$ cat config.mk
export PLATFORM = sky130hd
export DESIGN_NAME = conv_pool_engine_flat
export DESIGN_NICKNAME = d
export VERILOG_FILES = /design/src/rtl/conv_pool_engine_if.sv /design/src/rtl/conv_pool_engine.sv /design/src/flat_wrapper.sv
export SDC_FILE = /design/constraint.sdc
export NUM_CORES = 2
export LEC_CHECK = 0
export CORE_AREA = 2 2 316 318
export CTS_BUF_LIST = sky130_fd_sc_hd__clkbuf_8
export CTS_CLUSTER_SIZE = 10
export DETAILED_ROUTE_END_ITERATION = 10
export DIE_AREA = 0 0 318 320
export SYNTH_ARGS = -nofsm -noshare
export SYNTH_HDL_FRONTEND = slang
export SYNTH_SLANG_ARGS = --single-unit
$ cat constraint.sdc
create_clock -name clk -period 21 [get_ports clk]
set_input_delay 4.2 -clock clk [delete_from_list [all_inputs] [get_ports clk]]
set_output_delay 4.2 -clock clk [all_outputs]
set_load 0.01 [all_outputs]
$ cat src/rtl/conv_pool_engine_if.sv
// Handshake, image-ROM and layer-memory bus of the conv/pool engine.
// master = engine side, slave = image ROM / layer memory / host side.
interface conv_pool_engine_if #(
  parameter int AW = 12,
  parameter int DW = 20
);
  logic          ready;
  logic          busy;
  logic [AW-1:0] iaddr;
  logic [DW-1:0] idata;
  logic          cwr;
  logic [AW-1:0] caddr_wr;
  logic [DW-1:0] cdata_wr;
  logic          crd;
  logic [AW-1:0] caddr_rd;
  logic [DW-1:0] cdata_rd;
  logic [2:0]    csel;
  logic          k_we;
  logic [3:0]    k_idx;
  logic [DW-1:0] k_data;
  logic [1:0]    pool_mode;

  modport master (
    input  ready, idata, cdata_rd, k_we, k_idx, k_data, pool_mode,
    output busy, iaddr, cwr, caddr_wr, cdata_wr, crd, caddr_rd, csel
  );

  modport slave (
    output ready, idata, cdata_rd, k_we, k_idx, k_data, pool_mode,
    input  busy, iaddr, cwr, caddr_wr, cdata_wr, crd, caddr_rd, csel
  );
endinterface

$ cat src/rtl/conv_pool_engine.sv
// 3x3 zero-padded convolution + bias + ReLU into bank 1, then an optional
// 2x2 stride-2 max/avg pool from bank 1 into bank 3.
//
// state  | meaning
// IDLE   | waiting for ready; kernel/bias registers writable
// CONV   | 11 cycles per pixel: 9 tap fetches, last capture, bank-1 write
// POOL   | 6 cycles per window: 4 bank-1 reads, last capture, bank-3 write
// DONE   | one cycle, busy drops on the edge leaving it
module conv_pool_engine #(
  parameter int IMG_W = 64,
  parameter int IMG_H = 64,
  parameter int DW    = 20,
  parameter int FRAC  = 16,
  parameter int AW    = 12
) (
  input logic                clk,
  input logic                reset,
  conv_pool_engine_if.master bus
);
  localparam int CW    = $clog2(IMG_W);
  localparam int RW    = $clog2(IMG_H);
  localparam int PCW   = $clog2(IMG_W / 2);
  localparam int PRW   = $clog2(IMG_H / 2);
  localparam int ACC_W = 2 * DW + 4;
  localparam logic [ACC_W-1:0] RND_HALF = ACC_W'(1) << (FRAC - 1);

  typedef enum logic [1:0] {
    S_IDLE = 2'd0,
    S_CONV = 2'd1,
    S_POOL = 2'd2,
    S_DONE = 2'd3
  } state_t;

  state_t                   state_q, state_d;
  logic [1:0]               mode_q, mode_d;
  logic [RW-1:0]            r_q, r_d;
  logic [CW-1:0]            c_q, c_d;
  logic [3:0]               slot_q, slot_d;
  logic                     tap_in_q, tap_in_d;
  logic signed [ACC_W-1:0]  acc_q, acc_d;
  logic [AW-1:0]            iaddr_q, iaddr_d;
  logic [PRW-1:0]           pr_q, pr_d;
  logic [PCW-1:0]           pc_q, pc_d;
  logic [2:0]               pcnt_q, pcnt_d;
  logic [DW-1:0]            pv_q [4];
  logic [DW-1:0]            pv_d [4];
  logic [DW-1:0]            kern_q [10];
  logic [DW-1:0]            kern_d [10];

  logic                     cwr_o, crd_o;
  logic [2:0]               csel_o;
  logic [AW-1:0]            caddr_wr_o, caddr_rd_o;
  logic [DW-1:0]            cdata_wr_o;

  logic [1:0]               tr, tc;
  logic                     row_ok, col_ok, tap_ok;
  logic [AW-1:0]            tap_addr, pix_addr, pool_rd_addr, pool_wr_addr;
  logic [3:0]               tap_sel;
  logic signed [2*DW-1:0]   px, kx, prod;
  logic signed [ACC_W-1:0]  prod_ext, acc_rnd;
  logic [DW-1:0]            conv_sum, conv_res;
  logic [DW-1:0]            m01, m23, pool_max, pool_avg, pool_res;
  logic signed [DW+1:0]     psum, pshift;
  logic                     last_pix, last_win;

  assign bus.busy     = (state_q != S_IDLE);
  assign bus.iaddr    = iaddr_d;
  assign bus.cwr      = cwr_o;
  assign bus.crd      = crd_o;
  assign bus.csel     = csel_o;
  assign bus.caddr_wr = caddr_wr_o;
  assign bus.caddr_rd = caddr_rd_o;
  assign bus.cdata_wr = cdata_wr_o;

  // Tap geometry, MAC product and conv result for the current pixel/slot.
  always_comb begin
    tr       = 2'(slot_q / 4'd3);
    tc       = 2'(slot_q % 4'd3);
    row_ok   = (tr == 2'd0) ? (r_q != '0) :
               (tr == 2'd2) ? (r_q != RW'(IMG_H - 1)) : 1'b1;
    col_ok   = (tc == 2'd0) ? (c_q != '0) :
               (tc == 2'd2) ? (c_q != CW'(IMG_W - 1)) : 1'b1;
    tap_ok   = row_ok && col_ok;
    tap_addr = AW'((int'(r_q) + int'(tr) - 1) * IMG_W + int'(c_q) + int'(tc) - 1);
    pix_addr = AW'(int'(r_q) * IMG_W + int'(c_q));
    last_pix = (r_q == RW'(IMG_H - 1)) && (c_q == CW'(IMG_W - 1));
    // slot s (1..9) captures the data fetched for tap s-1
    tap_sel  = (slot_q != 4'd0 && slot_q <= 4'd9) ? slot_q - 4'd1 : 4'd0;
    px       = {{DW{bus.idata[DW-1]}}, bus.idata};
    kx       = {{DW{kern_q[tap_sel][DW-1]}}, kern_q[tap_sel]};
    prod     = px * kx;
    prod_ext = {{(ACC_W - 2 * DW){prod[2*DW-1]}}, prod};
    acc_rnd  = acc_q + $signed(RND_HALF);
    conv_sum = acc_rnd[FRAC+DW-1:FRAC] + kern_q[9];
    conv_res = (conv_sum[DW-1] || conv_sum == '0) ? '0 : conv_sum;
  end

  // Pool window addressing and max / truncated-average reduction.
  always_comb begin
    pool_rd_addr = AW'((2 * int'(pr_q) + int'(pcnt_q[1])) * IMG_W
                       + 2 * int'(pc_q) + int'(pcnt_q[0]));
    pool_wr_addr = AW'(int'(pr_q) * (IMG_W / 2) + int'(pc_q));
    last_win     = (pr_q == PRW'(IMG_H / 2 - 1)) && (pc_q == PCW'(IMG_W / 2 - 1));
    m01          = ($signed(pv_q[0]) > $signed(pv_q[1])) ? pv_q[0] : pv_q[1];
    m23          = ($signed(pv_q[2]) > $signed(pv_q[3])) ? pv_q[2] : pv_q[3];
    pool_max     = ($signed(m01) > $signed(m23)) ? m01 : m23;
    psum         = {{2{pv_q[0][DW-1]}}, pv_q[0]} + {{2{pv_q[1][DW-1]}}, pv_q[1]}
                 + {{2{pv_q[2][DW-1]}}, pv_q[2]} + {{2{pv_q[3][DW-1]}}, pv_q[3]};
    pshift       = psum >>> 2;
    pool_avg     = pshift[DW-1:0];
    pool_res     = (mode_q == 2'd1) ? pool_max : pool_avg;
  end

  // Kernel/bias register file, writable only while idle.
  always_comb begin
    kern_d = kern_q;
    if (bus.k_we && state_q == S_IDLE && bus.k_idx <= 4'd9)
      kern_d[bus.k_idx] = bus.k_data;
  end

  // Sequencer next-state and bus outputs.
  always_comb begin
    state_d    = state_q;
    mode_d     = mode_q;
    r_d        = r_q;
    c_d        = c_q;
    slot_d     = slot_q;
    tap_in_d   = tap_in_q;
    acc_d      = acc_q;
    iaddr_d    = iaddr_q;
    pr_d       = pr_q;
    pc_d       = pc_q;
    pcnt_d     = pcnt_q;
    pv_d       = pv_q;
    cwr_o      = 1'b0;
    crd_o      = 1'b0;
    csel_o     = 3'd0;
    caddr_wr_o = '0;
    caddr_rd_o = '0;
    cdata_wr_o = '0;
    case (state_q)
      S_IDLE: begin
        if (bus.ready) begin
          state_d = S_CONV;
          mode_d  = bus.pool_mode;
          r_d     = '0;
          c_d     = '0;
          slot_d  = '0;
        end
      end
      S_CONV: begin
        csel_o = 3'd1;
        if (slot_q <= 4'd8) begin
          tap_in_d = tap_ok;
          // padded taps leave iaddr where it was
          if (tap_ok) iaddr_d = tap_addr;
        end
        if (slot_q == 4'd0) acc_d = '0;
        else if (slot_q <= 4'd9 && tap_in_q) acc_d = acc_q + prod_ext;
        if (slot_q == 4'd10) begin
          cwr_o      = 1'b1;
          caddr_wr_o = pix_addr;
          cdata_wr_o = conv_res;
          slot_d     = '0;
          if (c_q == CW'(IMG_W - 1)) begin
            c_d = '0;
            r_d = r_q + 1'b1;
          end else begin
            c_d = c_q + 1'b1;
          end
          if (last_pix) begin
            pr_d    = '0;
            pc_d    = '0;
            pcnt_d  = '0;
            state_d = (mode_q == 2'd1 || mode_q == 2'd2) ? S_POOL : S_DONE;
          end
        end else begin
          slot_d = slot_q + 4'd1;
        end
      end
      S_POOL: begin
        csel_o = 3'd1;
        if (pcnt_q <= 3'd3) begin
          crd_o      = 1'b1;
          caddr_rd_o = pool_rd_addr;
        end
        if (pcnt_q != 3'd0 && pcnt_q <= 3'd4)
          pv_d[2'(pcnt_q - 3'd1)] = bus.cdata_rd;
        if (pcnt_q == 3'd5) begin
          cwr_o      = 1'b1;
          csel_o     = 3'd3;
          caddr_wr_o = pool_wr_addr;
          cdata_wr_o = pool_res;
          pcnt_d     = '0;
          if (pc_q == PCW'(IMG_W / 2 - 1)) begin
            pc_d = '0;
            pr_d = pr_q + 1'b1;
          end else begin
            pc_d = pc_q + 1'b1;
          end
          if (last_win) state_d = S_DONE;
        end else begin
          pcnt_d = pcnt_q + 3'd1;
        end
      end
      S_DONE:  state_d = S_IDLE;
      default: state_d = S_IDLE;
    endcase
  end

  // State and datapath registers; reset aborts any operation in flight.
  always_ff @(posedge clk or negedge reset) begin
    if (!reset) begin
      state_q  <= S_IDLE;
      mode_q   <= '0;
      r_q      <= '0;
      c_q      <= '0;
      slot_q   <= '0;
      tap_in_q <= 1'b0;
      acc_q    <= '0;
      iaddr_q  <= '0;
      pr_q     <= '0;
      pc_q     <= '0;
      pcnt_q   <= '0;
      for (int i = 0; i < 4; i++) pv_q[i] <= '0;
      for (int i = 0; i < 10; i++) kern_q[i] <= '0;
    end else begin
      state_q  <= state_d;
      mode_q   <= mode_d;
      r_q      <= r_d;
      c_q      <= c_d;
      slot_q   <= slot_d;
      tap_in_q <= tap_in_d;
      acc_q    <= acc_d;
      iaddr_q  <= iaddr_d;
      pr_q     <= pr_d;
      pc_q     <= pc_d;
      pcnt_q   <= pcnt_d;
      pv_q     <= pv_d;
      kern_q   <= kern_d;
    end
  end
endmodule

$ cat src/flat_wrapper.sv
// flat-port wrapper written by rule: the top's interface ports become plain ports
module conv_pool_engine_flat 
#(
  parameter int IMG_W = 64,
  parameter int IMG_H = 64,
  parameter int DW    = 20,
  parameter int FRAC  = 16,
  parameter int AW    = 12
)
  (clk, reset, bus_ready, bus_idata, bus_cdata_rd, bus_k_we, bus_k_idx, bus_k_data, bus_pool_mode, bus_busy, bus_iaddr, bus_cwr, bus_caddr_wr, bus_cdata_wr, bus_crd, bus_caddr_rd, bus_csel);
  conv_pool_engine_if #(.AW(AW), .DW(DW)) bus_i ();
  input logic clk;
  input logic reset;
  input wire logic [$bits(bus_i.ready)-1:0] bus_ready;
  input wire logic [$bits(bus_i.idata)-1:0] bus_idata;
  input wire logic [$bits(bus_i.cdata_rd)-1:0] bus_cdata_rd;
  input wire logic [$bits(bus_i.k_we)-1:0] bus_k_we;
  input wire logic [$bits(bus_i.k_idx)-1:0] bus_k_idx;
  input wire logic [$bits(bus_i.k_data)-1:0] bus_k_data;
  input wire logic [$bits(bus_i.pool_mode)-1:0] bus_pool_mode;
  output wire logic [$bits(bus_i.busy)-1:0] bus_busy;
  output wire logic [$bits(bus_i.iaddr)-1:0] bus_iaddr;
  output wire logic [$bits(bus_i.cwr)-1:0] bus_cwr;
  output wire logic [$bits(bus_i.caddr_wr)-1:0] bus_caddr_wr;
  output wire logic [$bits(bus_i.cdata_wr)-1:0] bus_cdata_wr;
  output wire logic [$bits(bus_i.crd)-1:0] bus_crd;
  output wire logic [$bits(bus_i.caddr_rd)-1:0] bus_caddr_rd;
  output wire logic [$bits(bus_i.csel)-1:0] bus_csel;
  assign bus_i.ready = bus_ready;
  assign bus_i.idata = bus_idata;
  assign bus_i.cdata_rd = bus_cdata_rd;
  assign bus_i.k_we = bus_k_we;
  assign bus_i.k_idx = bus_k_idx;
  assign bus_i.k_data = bus_k_data;
  assign bus_i.pool_mode = bus_pool_mode;
  assign bus_busy = bus_i.busy;
  assign bus_iaddr = bus_i.iaddr;
  assign bus_cwr = bus_i.cwr;
  assign bus_caddr_wr = bus_i.caddr_wr;
  assign bus_cdata_wr = bus_i.cdata_wr;
  assign bus_crd = bus_i.crd;
  assign bus_caddr_rd = bus_i.caddr_rd;
  assign bus_csel = bus_i.csel;
  conv_pool_engine #(.IMG_W(IMG_W), .IMG_H(IMG_H), .DW(DW), .FRAC(FRAC), .AW(AW)) u_core (.clk(clk), .reset(reset), .bus(bus_i));
endmodule
==> reports/metrics.cfg <==
[run_status]
outcome=complete, no violations

[routing]
remaining_drc_errors=0
routed_wl_um=107000
drt-vias-per-instance=5.17
postRouteAntennaNets=0
routed_via_count=28800
drt_pre_antenna_iters=6
wire_length_per_cell_um=19.1
drt-initial-drc-count=1753

[clock_network]
cts-root-to-sink-buffers=3
ctsResizeCount=0
cts_tree=yes
cts-buffers-inserted=68
clk_root_buffer_cell=sky130_fd_sc_hd__clkbuf_8
holdBufCountCts=0
clock_latency_reported_for_the_late_side_of_the_worst_skew_pair_ns=0.68
cts.reportedPaths.clkPinSlew_ns=0.06
clkSinkCount=362
ctsHtreeMaxLevel=3
postCtsSetupBuffers=0

[floorplanning]
io_pins=132
fp.dieH_um=320
core_um2=98000
std_cell_rows=115
floorplan.initialDensity=0.399
floorplan.die.width_um=318
dieArea_um2=102000

[timing]
finalSetupViolCount=0
slew_headroom=0.257
worst-slew-pin-transition_ns=1.11
timing.final.crit_period_ns=11.80
finalMaxSlewViolations=0
rsz0062_at_grt=no
min_period_over_period=0.562
finalHoldViolCount=0
fin_worst_hold_slack_ns=0.487
fmax_ghz=0.0847
fin_ws_ns=9.20
fin_setup_tns_ns=0
clock-skew-final_ns=0.0558

[grt]
grt_pass1_wl_um=171000
number_of_antenna_violations_at_the_first_check_in_global_routing=6
combined_global_route_utilization_of_all_metal_layers=0.214
grt_remaining_overflow=0
grt_start_max_net_pins=75
number_of_global_route_vias_before_repair=29700

[logic_synthesis]
netlist_instances=4172
synth_enable_flop_cells=0
synth_area_per_cell_um2=9.37
synth_async_sr_flop_share=1.00
synth-seq-area-share=0.232
syn_area_um2=39100
yosys_register_bits=362
syn-num-nets=4977
synth_cell_type_count=86
top_reg_cell_synth=sky130_fd_sc_hd__dfrtp_1
synth.yosys.warnings=0

[worst_setup_path]
timing.rr.start=u_core.slot_q[0]
endpoint_kind=output pin
timing.setup.critical_path_class=reg2out
startpoint_type=register
timing.critical_path.arrival_ns=7.60
crit_path_max_fanout=14
critical_path.startpoint=u_core.pv_q[5]
crit_required_ns=16.80
r2r_setup_slack_ns=9.34

[power]
cellPowerDensity_nw_per_um2=45.4
vdd.ir_drop.worst_uv=43.7
power_leakage_nw=21.9

[min_path]
worst_hold_startpoint=u_core.acc_q[4]
class_of_the_most_critical_hold_timing_path=reg2reg

[placed_design]
buffer_ports.inserted=130
hpwlAfterDp_um=79600
place_ws_ns=8.61
routabilityCongestion=0.887

[cells_and_area]
fraction_of_final_layout_cells_with_drive_strength_greater_than_1=0.116
finish.utilization=0.441
fin_nets=5044
synthToLayoutAreaGrowth_pct=10.6

[run]
cap_viol_max_count=0

-- cells by family after synthesis --
kind of cell,count (synthesis),synth area share
simple gates,1042,0.128
buf+inv,1000,0.0971
fa+ha+maj,735,0.321
compound gates,581,0.0977
flops,362,0.232
mux,310,0.0919
xor+xnor,141,0.0319
other cells,1,0.0000959
-- layout make-up --
| type | count | area, um2 |
|---|---|---|
| diodes | 3 | 7.51 |
| clock buffers | 82 | 1130 |
| clock inverters | 37 | 235 |
| fillers | 9556 | 54700 |
| inverters | 806 | 3030 |
| multi-input cells | 2810 | 26400 |
| flip-flops and latches | 362 | 9060 |
| well taps | 1287 | 1610 |
| repair buffers | 191 | 1760 |
-- synth_stat cells (20+ instances only) --
| master | number | share of area |
|---|---|---|
| sky130_fd_sc_hd__a22oi_1 | 32 | 0.0061 |
| sky130_fd_sc_hd__a21oi_1 | 100 | 0.013 |
| sky130_fd_sc_hd__and2_1 | 174 | 0.028 |
| sky130_fd_sc_hd__clkbuf_1 | 136 | 0.013 |
| sky130_fd_sc_hd__mux2_2 | 260 | 0.075 |
| sky130_fd_sc_hd__mux2i_1 | 37 | 0.0095 |
| sky130_fd_sc_hd__and3_1 | 20 | 0.0032 |
| sky130_fd_sc_hd__a31oi_1 | 20 | 0.0032 |
| sky130_fd_sc_hd__fa_1 | 448 | 0.23 |
| sky130_fd_sc_hd__nor2_1 | 103 | 0.0099 |
| sky130_fd_sc_hd__ha_1 | 287 | 0.092 |
| sky130_fd_sc_hd__o21ai_0 | 177 | 0.023 |
| sky130_fd_sc_hd__xor2_1 | 36 | 0.0081 |
| sky130_fd_sc_hd__o22ai_1 | 20 | 0.0032 |
| sky130_fd_sc_hd__nor3_1 | 30 | 0.0038 |
| sky130_fd_sc_hd__inv_1 | 803 | 0.077 |
| sky130_fd_sc_hd__xnor2_1 | 104 | 0.023 |
| sky130_fd_sc_hd__nand2_1 | 475 | 0.046 |
| sky130_fd_sc_hd__nand2b_1 | 32 | 0.0051 |
| sky130_fd_sc_hd__nor2b_1 | 62 | 0.0099 |
| sky130_fd_sc_hd__dfrtp_1 | 362 | 0.23 |
| sky130_fd_sc_hd__nand3_1 | 67 | 0.0086 |
| sky130_fd_sc_hd__a21o_1 | 57 | 0.011 |
| sky130_fd_sc_hd__buf_1 | 36 | 0.0035 |
-- worst max-delay path: stages, from the launching register on --
cell and delay [ns]:
sky130_fd_sc_hd__dfrtp_1 0.37, sky130_fd_sc_hd__inv_1 0.12, sky130_fd_sc_hd__ha_1 0.27, sky130_fd_sc_hd__a21o_1 0.16
sky130_fd_sc_hd__a21o_1 0.17, sky130_fd_sc_hd__a21o_1 0.17, sky130_fd_sc_hd__a221oi_1 0.25, sky130_fd_sc_hd__o221ai_1 0.23
sky130_fd_sc_hd__nor2b_1 0.22, sky130_fd_sc_hd__a211oi_4 0.52, sky130_fd_sc_hd__buf_4 0.38, sky130_fd_sc_hd__mux2i_1 0.29
sky130_fd_sc_hd__inv_1 0.08, sky130_fd_sc_hd__ha_1 0.29, sky130_fd_sc_hd__a21o_1 0.16, sky130_fd_sc_hd__a21o_1 0.17
sky130_fd_sc_hd__a21o_1 0.18, sky130_fd_sc_hd__a211oi_1 0.21, sky130_fd_sc_hd__o21ai_0 0.20, sky130_fd_sc_hd__o31ai_2 0.64
sky130_fd_sc_hd__buf_4 0.31, sky130_fd_sc_hd__nand2_1 0.30, sky130_fd_sc_hd__a2bb2oi_1 0.24, sky130_fd_sc_hd__o211ai_1 0.35
sky130_fd_sc_hd__clkdlybuf4s50_1 0.66
-- power by group --
part           switching [mW]  internal, mW
clock                   0.329         0.371
sequential             0.0103         0.709
combinational           0.319         0.228
total                   0.658          1.31
-- path summary, 6_finish.rpt --
path / endpoint / depth (start not counted)
setup / recovery: bus_cdata_wr[17] / 24
hold / removal: u_core.acc_q[4] / 2
setup reg to reg: u_core.acc_q[34] / 37
hold reg to reg: u_core.acc_q[4] / 2
max in group asynchronous: u_core.kern_q[1] / 4
min in group asynchronous: u_core.iaddr_q[10] / 1
-- sequential cells by signal, summed over array words and instances (netlist names) --
register	count
u_core.iaddr_q	12
u_core.pc_q	5
u_core.state_q	2
u_core.mode_q	2
u_core.r_q	6
u_core.pcnt_q	3
u_core.pv_q	80
u_core.pr_q	5
u_core.acc_q	36
u_core.tap_in_q	1
u_core.c_q	6
u_core.kern_q	200
u_core.slot_q	4
-- metal layers --
layer  GRT usage  vias to the layer above  share of wire
met5           0                        -        0.00012
met4      0.0607                        2          0.027
met3      0.0318                      154          0.051
met2       0.361                      638           0.48
met1       0.286                    14600           0.44
li1            -                    13400              -
-- per-stage QoR --
stage	power, mW	std cells	area (um2)
final	1.97	5578	43300
after global routing	2.10	5578	43300
after CTS	1.99	5575	43200
after detailed placement	1.28	5456	41900
after global placement	1.27	5456	41900
after floorplan	1.13	4172	39100
-- layout by cell type (no fill, tap or decap), drive strengths merged, types with 13 or more instances in the layout --
cell type,n
xnor2,104
nand2b,32
mux2i,37
mux2,260
xor2,36
fa,448
nor2b,62
a21oi,102
o211ai,16
nand3,68
and2,174
a22o,13
nor3,31
a211oi,16
o21bai,19
nand2,475
or2,18
a31oi,20
inv,827
dfrtp,362
mux4,13
a22oi,32
o21a,17
ha,287
clkdlybuf4s50,129
clkbuf,82
a21o,57
nor2,103
o21ai,178
and3,20
nand4,17
clkinv,14
buf,62
o22ai,20
Power figures use the tool's default switching activity.
